## config.mk

```make
export PLATFORM = sky130hd
export DESIGN_NAME = multi_cycle_subtractor
export DESIGN_NICKNAME = d
export VERILOG_FILES = /design/src/rtl/sub_pkg.sv /design/src/rtl/full_sub_cell.sv /design/src/rtl/multi_cycle_subtractor.sv
export SDC_FILE = /design/constraint.sdc
export NUM_CORES = 1
export LEC_CHECK = 0
export BUFFER_PORTS_ARGS = -buffer_cell sky130_fd_sc_hd__buf_2
export CORE_MARGIN = 8
export CORE_UTILIZATION = 35
export DETAILED_ROUTE_END_ITERATION = 7
export PLACE_DENSITY_LB_ADDON = 0.05
export SLEW_MARGIN = 0
export SYNTH_ARGS = -nofsm -noshare
export SYNTH_HDL_FRONTEND = slang
export SYNTH_SLANG_ARGS = --single-unit
```

## constraint.sdc

```tcl
create_clock -name clk -period 4.75 [get_ports clk]
set_input_delay 0.7125 -clock clk [delete_from_list [all_inputs] [get_ports clk]]
set_output_delay 0.7125 -clock clk [all_outputs]
set_load 0.01 [all_outputs]
```

## src/rtl/sub_pkg.sv

```systemverilog
// Shared types and default sizing for the multi-cycle subtractor.
package sub_pkg;

  localparam int DEFAULT_WIDTH = 16;
  localparam int DEFAULT_DIGIT = 4;

  typedef enum logic [1:0] {
    IDLE = 2'd0,
    RUN  = 2'd1,
    DONE = 2'd2
  } state_t;

endpackage

```

## src/rtl/full_sub_cell.sv

```systemverilog
// One-bit full subtractor: d = x - y - bi, bo set when the bit borrows.
module full_sub_cell (
  input  logic x,
  input  logic y,
  input  logic bi,
  output logic d,
  output logic bo
);

  assign d  = x ^ y ^ bi;
  assign bo = (~x & y) | (~(x ^ y) & bi);

endmodule

```

## src/rtl/multi_cycle_subtractor.sv

```systemverilog
// Digit-serial subtractor: resolves DIGIT bits per clock, LSB slice first,
// with the slice borrow carried between cycles in a register.
// Optional build macro SUB_SAT_EN clamps underflowing results to zero.
// WIDTH must be a multiple of DIGIT.
module multi_cycle_subtractor
  import sub_pkg::*;
#(
  parameter int WIDTH = DEFAULT_WIDTH,
  parameter int DIGIT = DEFAULT_DIGIT
) (
  input  logic             clk,
  input  logic             rst_n,
  input  logic             in_valid,
  output logic             in_ready,
  input  logic [WIDTH-1:0] a,
  input  logic [WIDTH-1:0] b,
  input  logic             bin,
  output logic             out_valid,
  input  logic             out_ready,
  output logic [WIDTH-1:0] diff,
  output logic             bout,
  output logic             zero,
  output logic             ovf
);

  localparam int STEPS = WIDTH / DIGIT;
  localparam int CNT_W = (STEPS > 1) ? $clog2(STEPS) : 1;
  localparam int MSB   = WIDTH - 1;

  state_t             state, state_nxt;
  logic [CNT_W-1:0]   cnt;
  logic [WIDTH-1:0]   a_q, b_q;
  logic               borrow_q;
  logic [WIDTH-1:0]   diff_acc;
  logic [WIDTH-1:0]   diff_full;
  logic [WIDTH-1:0]   diff_final;
  logic [DIGIT-1:0]   a_slice, b_slice, slice_d;
  logic [DIGIT:0]     chain;
  logic [WIDTH-1:0]   diff_q;
  logic               bout_q, zero_q, ovf_q;
  logic               accept, release_result, last_step;

  assign accept         = in_valid & (state == IDLE);
  assign release_result = out_ready & (state == DONE);
  assign last_step      = (cnt == CNT_W'(STEPS - 1));

  // Operands are frozen in a_q/b_q, so the slice is picked by the step count.
  assign a_slice  = a_q[int'(cnt) * DIGIT +: DIGIT];
  assign b_slice  = b_q[int'(cnt) * DIGIT +: DIGIT];
  assign chain[0] = borrow_q;

  for (genvar i = 0; i < DIGIT; i++) begin : g_cell
    full_sub_cell u_cell (
      .x  (a_slice[i]),
      .y  (b_slice[i]),
      .bi (chain[i]),
      .d  (slice_d[i]),
      .bo (chain[i+1])
    );
  end

  // Merge the current slice into the partial difference.
  always_comb begin
    // NOTE: every always_comb target gets a default first so no path leaves it
    // unassigned, which would otherwise infer a latch.
    diff_full = diff_acc;
    diff_full[int'(cnt) * DIGIT +: DIGIT] = slice_d;
  end

  // Final result, optionally clamped when the subtraction underflows.
  always_comb begin
`ifdef SUB_SAT_EN
    diff_final = chain[DIGIT] ? '0 : diff_full;
`else
    diff_final = diff_full;
`endif
  end

  // State register.
  always_ff @(posedge clk) begin
    // NOTE: sequential state uses non-blocking assignments so every register
    // samples pre-edge values regardless of block ordering.
    if (!rst_n) state <= IDLE;
    else        state <= state_nxt;
  end

  // Next-state logic.
  always_comb begin
    state_nxt = state;
    case (state)
      IDLE:    if (accept)         state_nxt = RUN;
      RUN:     if (last_step)      state_nxt = DONE;
      DONE:    if (release_result) state_nxt = IDLE;
      default:                     state_nxt = IDLE;
    endcase
  end

  // Operand capture, per-slice datapath and result registers.
  always_ff @(posedge clk) begin
    if (!rst_n) begin
      cnt      <= '0;
      a_q      <= '0;
      b_q      <= '0;
      borrow_q <= 1'b0;
      diff_acc <= '0;
      diff_q   <= '0;
      bout_q   <= 1'b0;
      zero_q   <= 1'b0;
      ovf_q    <= 1'b0;
    end else begin
      case (state)
        IDLE: begin
          if (accept) begin
            a_q      <= a;
            b_q      <= b;
            borrow_q <= bin;
            cnt      <= '0;
            diff_acc <= '0;
          end
        end
        RUN: begin
          diff_acc <= diff_full;
          borrow_q <= chain[DIGIT];
          cnt      <= cnt + 1'b1;
          if (last_step) begin
            diff_q <= diff_final;
            bout_q <= chain[DIGIT];
            zero_q <= (diff_final == '0);
            // Overflow is judged on the unclamped difference.
            ovf_q  <= (a_q[MSB] != b_q[MSB]) & (diff_full[MSB] != a_q[MSB]);
          end
        end
        default: ;
      endcase
    end
  end

  assign in_ready  = (state == IDLE);
  assign out_valid = (state == DONE);
  assign diff      = diff_q;
  assign bout      = bout_q;
  assign zero      = zero_q;
  assign ovf       = ovf_q;

endmodule

```

### Word level (Yosys, flattened, before mapping)

Index checks and enable logic that the tools add are counted.

| word-level totals | value |
|---|---|
| flip-flop bits (word level) | 72 |

| cells by class | value |
|---|---|
| add/subtract/negate cells | 2 |
| eq/ne operators | 8 |
| shift operators | 4 |
| mux-type cells | 11 |
| bitwise operators | 31 |
| reduce and logical (&&, ||, !) cells | 7 |

Operators by type and width:

| cell | count |
|---|---|
| negation 4 -> 33 bit | 1 |
| variable shift 4 x 33 -> 16 bit, first input constant | 1 |
| indexed part select 4 x 33 -> 16 bit | 1 |
| one-hot mux 16 bit (2 select lines) | 1 |
| indexed part select 16 x 5 -> 4 bit | 2 |
| bitwise mux 16 bit | 1 |
| zero test 16 bit | 1 |
| 2-to-1 mux 16 bit | 1 |
| AND 1 bit | 11 |
| 2-to-1 mux 2 bit | 4 |
| NOT 1 bit | 8 |
| XOR 1 bit | 8 |
| one-hot mux 2 bit (3 select lines) | 1 |
| AND reduction 2 bit | 3 |
| equality test 2 bit, second input constant | 2 |
| inequality test 2 x 1 -> 1 bit, second input constant | 2 |
| OR 1 bit | 4 |
| one-hot mux 2 bit (2 select lines) | 1 |
| AND reduction 3 bit | 1 |
| adder 2 x 1 -> 2 bit, second input constant | 1 |
| equality test 2 x 1 -> 1 bit, second input constant | 1 |
| zero test 2 bit | 1 |
| inequality test 1 bit | 2 |
| inequality test 2 bit, second input constant | 1 |
| other kinds (3) | 3 |

### Logic depth before layout (Yosys ltp)

| depth | value |
|---|---|
| word-level depth | 14 |
| depth in mapped cells | 15 |
| gate-level depth less buffers | 13 |

### Modules after synthesis

A second synthesis with hierarchy kept.

| second synthesis, totals | value |
|---|---|
| cell total of the unflattened synthesis | 401 |
| area total of the unflattened synthesis | 3299.4 um^2 |

By module, submodules not included:

| module | instances | cells an instance | area each (um^2) | seq. area each (um^2) |
|---|---|---|---|---|
| multi_cycle_subtractor | 1 | 385 | 3174.3 | 1441.4 |
| full_sub_cell | 4 | 4 | 31.3 | 0.0 |

### Worst setup path after synthesis

OpenSTA, ideal clock, no wires.

| timing | value |
|---|---|
| kind | reg-to-reg |
| start | register cnt[0] |
| end | register zero_q (netlist: zero) |
| data arrival time | 3.544 ns |
| required time | 4.680 ns |
| slack | 1.136 ns |
| cell stages (with the launch flop) | 15 |
| path buffers | 2 |
| clock period less this slack | 3.614 ns |
| path through | dfxtp_1 > buf_6 > buf_2 > mux4_2 > fa_1 > inv_1 > fa_1 > fa_1 > inv_1 > fa_1 > inv_1 > a31oi_2 > nand4_1 > or4_1 > a21boi_1 |

| between the ends | value |
|---|---|
| word-level cells in the longest chain between the ends | 13 |
| elaborated cells between the ends (all ways) | 32 |

RTL lines:

| element | RTL line | source |
|---|---|---|
| start: declaration | multi_cycle_subtractor.sv:31 | `logic [CNT_W-1:0] cnt;` |
| start signal: assignment | multi_cycle_subtractor.sv:124 | `cnt <= cnt + 1'b1;` |
| indexed part select 16 x 5 -> 4 bit, on equally long branches | multi_cycle_subtractor.sv:48, multi_cycle_subtractor.sv:49 |  |
| XOR 1 bit | full_sub_cell.sv:10, full_sub_cell.sv:11 |  |
| NOT 1 bit | full_sub_cell.sv:11 | `assign bo = (~x & y) \| (~(x ^ y) & bi);` |
| AND 1 bit | full_sub_cell.sv:11 |  |
| OR 1 bit | full_sub_cell.sv:11 |  |
| AND 1 bit | full_sub_cell.sv:11 |  |
| OR 1 bit | full_sub_cell.sv:11 |  |
| AND 1 bit | full_sub_cell.sv:11 |  |
| OR 1 bit | full_sub_cell.sv:11 |  |
| XOR 1 bit | full_sub_cell.sv:10 | `assign d = x ^ y ^ bi;` |
| indexed part select 4 x 33 -> 16 bit | multi_cycle_subtractor.sv:67 | `diff_full[int'(cnt) * DIGIT +: DIGIT] = slice_d;` |
| bitwise mux 16 bit | multi_cycle_subtractor.sv:67 |  |
| zero test 16 bit | multi_cycle_subtractor.sv:128 | `zero_q <= (diff_final == '0);` |
| end signal: assignment | multi_cycle_subtractor.sv:128 |  |
| end: declaration | multi_cycle_subtractor.sv:40 | `logic bout_q, zero_q, ovf_q;` |

Several ways; a longest one is shown, not always the timed one.
A chain may end at the register's enable or synchronous reset.

### Worst setup path in the final report

Same ends and word-level chain as after synthesis.

==> impl_metrics.toml <==
[sta]
hold_slack_ns = 0.4668
tns_ns = 0
period_share_pct = 77.88
setup_viol = 0
period_minus_slack_ns = 3.699
fmax_mhz = 270.3
timing.final.ws_setup_ns = 1.051
tightest_slew_ns = 1.134
relSlewSlack_pct = 24.41
drv_slew = 0
hold_violations = 0
rsz0062_at_grt = "false"
finalClockSkew_ns = 0.007761

[setup_path]
arrival_ns = 3.97
critPathMaxFanout = 15
cp_top_family = "adder cells"
crit_type = "reg -> reg"
worstPathRequired_ns = 5.02
cp-start-kind = "flip-flop"
cp_slowest_stage_delay_ns = 0.57
cp_cell_sequence = "buf_4 > mux4_2 > fa_1 > fa_1 > inv_1 > fa_1 > inv_1 > a31oi_2 > nand4_1 > or4_1 > a21boi_1"
crit_top_cell = "fa_1"
end_kind = "flip-flop"
crit_buf_inv = 3
r2r_cells = 11
r2r_slack_ns = 1.05
r2r-start = "cnt[0]$_SDFFE_PN0P_"
cp_slowest_cell = "dfxtp_1"
worstReg2RegEnd = "zero$_SDFFE_PN0P_"

[yosys]
syn_inst = 377
synth.avg_cell_area_um2 = 8.987
ys_warn_count = 0
synth_nets = 424
synth.distinct_cells = 36
synth-seq-cells = 72
yosys.area.top_type_share_pct = 42.54
synth_area_leaders = "dfxtp_1, nand2_1, a21boi_0"
ys_seq_area_share_pct = 42.54
synth_top_cell_by_area = "dfxtp_1"
netlist_area_mm2 = 0.003388
synth-main-ff-cell = "dfxtp_1"
postSynth.asyncResetShare_pct = 0
synth_edf_count = 0

[cells_and_area]
nets = 468
layout_common_cells = "nand2_1, dfxtp_1, buf_2"
n_antenna_cell = 0
area_growth_pct = 16.06
fin_util_pct = 40.99
drive_gt1_share_pct = 20.66
layout_commonest_cell = "nand2_1"

[grt]
antenna_found_initial = 0
grt_pass1_vias = 2798
grt_pass1_wl_um = 14430
grt-ovfl-total = 0
track_usage_pct = 13.86
grt_start_max_net_pins = 52

[clock_tree]
clk_pin_slew_worst_paths_ns = 0.07
insertion_delay_ns = 0.34
cts-resized-gates = 0
cts_buffers = 9
post_cts_buffers = 0
cts_tree = "yes"
hold_buffers = 0
cts_buffer_depth = 2
htree_levels = 3
clock-sinks = 72
clk_root_buffer_cell = "clkbuf_8"

[placement]
hpwl_um = 5847
port_buffers = 57
place.gp.congestion = 0.7754
pre_cts_ws_ns = 1.030

[power]
total_leakage_power_nw = 1.740
intPower_uw = 896.3
ir_drop_mv = 0.1276
power.share.switching_pct = 28.06
seqPwrFrac_pct = 51.6
power_switching_uw = 349.6
comb_power_share_pct = 13.8
clockPowerShare_pct = 34.7
powerDensity_mw_per_mm2 = 316.8
finalPower_mw = 1.246

[floorplan]
num_rows = 36
chipHeight_um = 114.4
core_mm2 = 0.009594
dieArea_mm2 = 0.01309
start_util_pct = 35.32
die-width_um = 114.4
ios = 58

[min_path]
hold_path_depth = 2
hp-start = "b_q[5]$_SDFFE_PN0P_"
whs_endpoint = "b_q[5]$_SDFFE_PN0P_"
hold_class = "reg -> reg"

[job]
cap_violations = 0

[routing]
wire_per_inst_um = 15.07
ant_nets = 0
routed_wirelength_um = 8423
vias = 2707
viasPerCell = 4.843
drt_iter0_markers = 140
drc = 0
drtPass1Iterations = 4

[outcome]
outcome = "complete, no violations"
[state kept, by name, indices dropped and copies added, names as in the netlist]
name and flops:
ovf 1, diff 16, b_q 16, diff_acc 16, bout 1, borrow_q 1, a_q 16, state 2
zero 1, cnt 2
[worst register-to-register path: stages, from the launching register on]
cell	delay, ns
dfxtp_1	0.57
buf_4	0.29
mux4_2	0.54
fa_1	0.45
fa_1	0.37
inv_1	0.07
fa_1	0.15
inv_1	0.09
a31oi_2	0.30
nand4_1	0.13
or4_1	0.54
a21boi_1	0.13
[power groups by stage]
| stage | sequential [mW] | clock, mW | combinational [mW] |
|---|---|---|---|
| final | 0.643 | 0.432 | 0.171 |
| after global routing | 0.646 | 0.478 | 0.197 |
| after CTS | 0.643 | 0.452 | 0.176 |
| after detailed placement | 0.657 | 0 | 0.175 |
| after global placement | 0.657 | 0 | 0.172 |
| after floorplan | 0.648 | 0 | 0.125 |
[cell usage after synthesis, types with 2 or more instances]
cell / instances
ha_1: 6
buf_2: 2
nand2_1: 83
mux2i_1: 3
fa_1: 4
nor3b_1: 3
a31oi_1: 10
o21a_1: 2
a21boi_0: 35
a31oi_2: 2
nand3b_1: 2
nor2b_1: 15
clkbuf_1: 25
nand3_1: 20
o21ai_0: 19
mux4_2: 8
and2_1: 19
nor4bb_1: 2
nor2_1: 3
nand4_1: 4
inv_1: 10
o211a_1: 15
dfxtp_1: 72
[per-stage QoR]
stage / instances / area (um^2)
2_1_floorplan: 377 / 3388
3_3_place_gp: 543 / 3759
3_5_place_dp: 543 / 3759
4_1_cts: 559 / 3933
5_1_grt: 559 / 3933
6_report: 559 / 3933
[layout make-up]
cell class	count	area [um^2]
Tap cell	133	166.4
Clock buffer	11	141.4
Clock inverter	5	32.53
Fill cell	1015	5662
Multi-Input combinational cell	266	1790
Inverter	10	37.54
Timing Repair Buffer	62	322.8
Sequential cell	72	1441
[layer usage]
metal / GRT usage (%) / part of all wire, % / vias to the layer above
li1: - / - / 1386
met1: 19.58 / 52 / 1253
met2: 19.91 / 42 / 60
met3: 4.272 / 5.1 / 8
met4: 3.194 / 0.88 / 0
met5: 0 / 0 / -
[worst max path at each step]
stage               cells after the start                 from  slack, ns                 to
floorplan                              14  cnt[0]$_SDFFE_PN0P_       1.14  zero$_SDFFE_PN0P_
global placement                       11  cnt[0]$_SDFFE_PN0P_       1.13  zero$_SDFFE_PN0P_
detailed placement                     11  cnt[0]$_SDFFE_PN0P_       1.03  zero$_SDFFE_PN0P_
CTS                                    11  cnt[0]$_SDFFE_PN0P_        1.0  zero$_SDFFE_PN0P_
global route                           11  cnt[0]$_SDFFE_PN0P_       0.77  zero$_SDFFE_PN0P_
finish                                 11  cnt[0]$_SDFFE_PN0P_       1.05  zero$_SDFFE_PN0P_
[cell families (layout without fill, tap and decap cells)]
kind of cell | after synthesis | count (layout) | synth area share (%)
muxes | 12 | 12 | 6.610
DFF | 72 | 72 | 42.54
AOI/OAI and AO/OA | 87 | 87 | 18.87
adders and majority gates | 10 | 10 | 4.579
and+or+nand+nor | 157 | 157 | 22.78
buffers and inverters | 39 | 88 | 4.616
No activity file was read; power rests on OpenSTA's default activity.
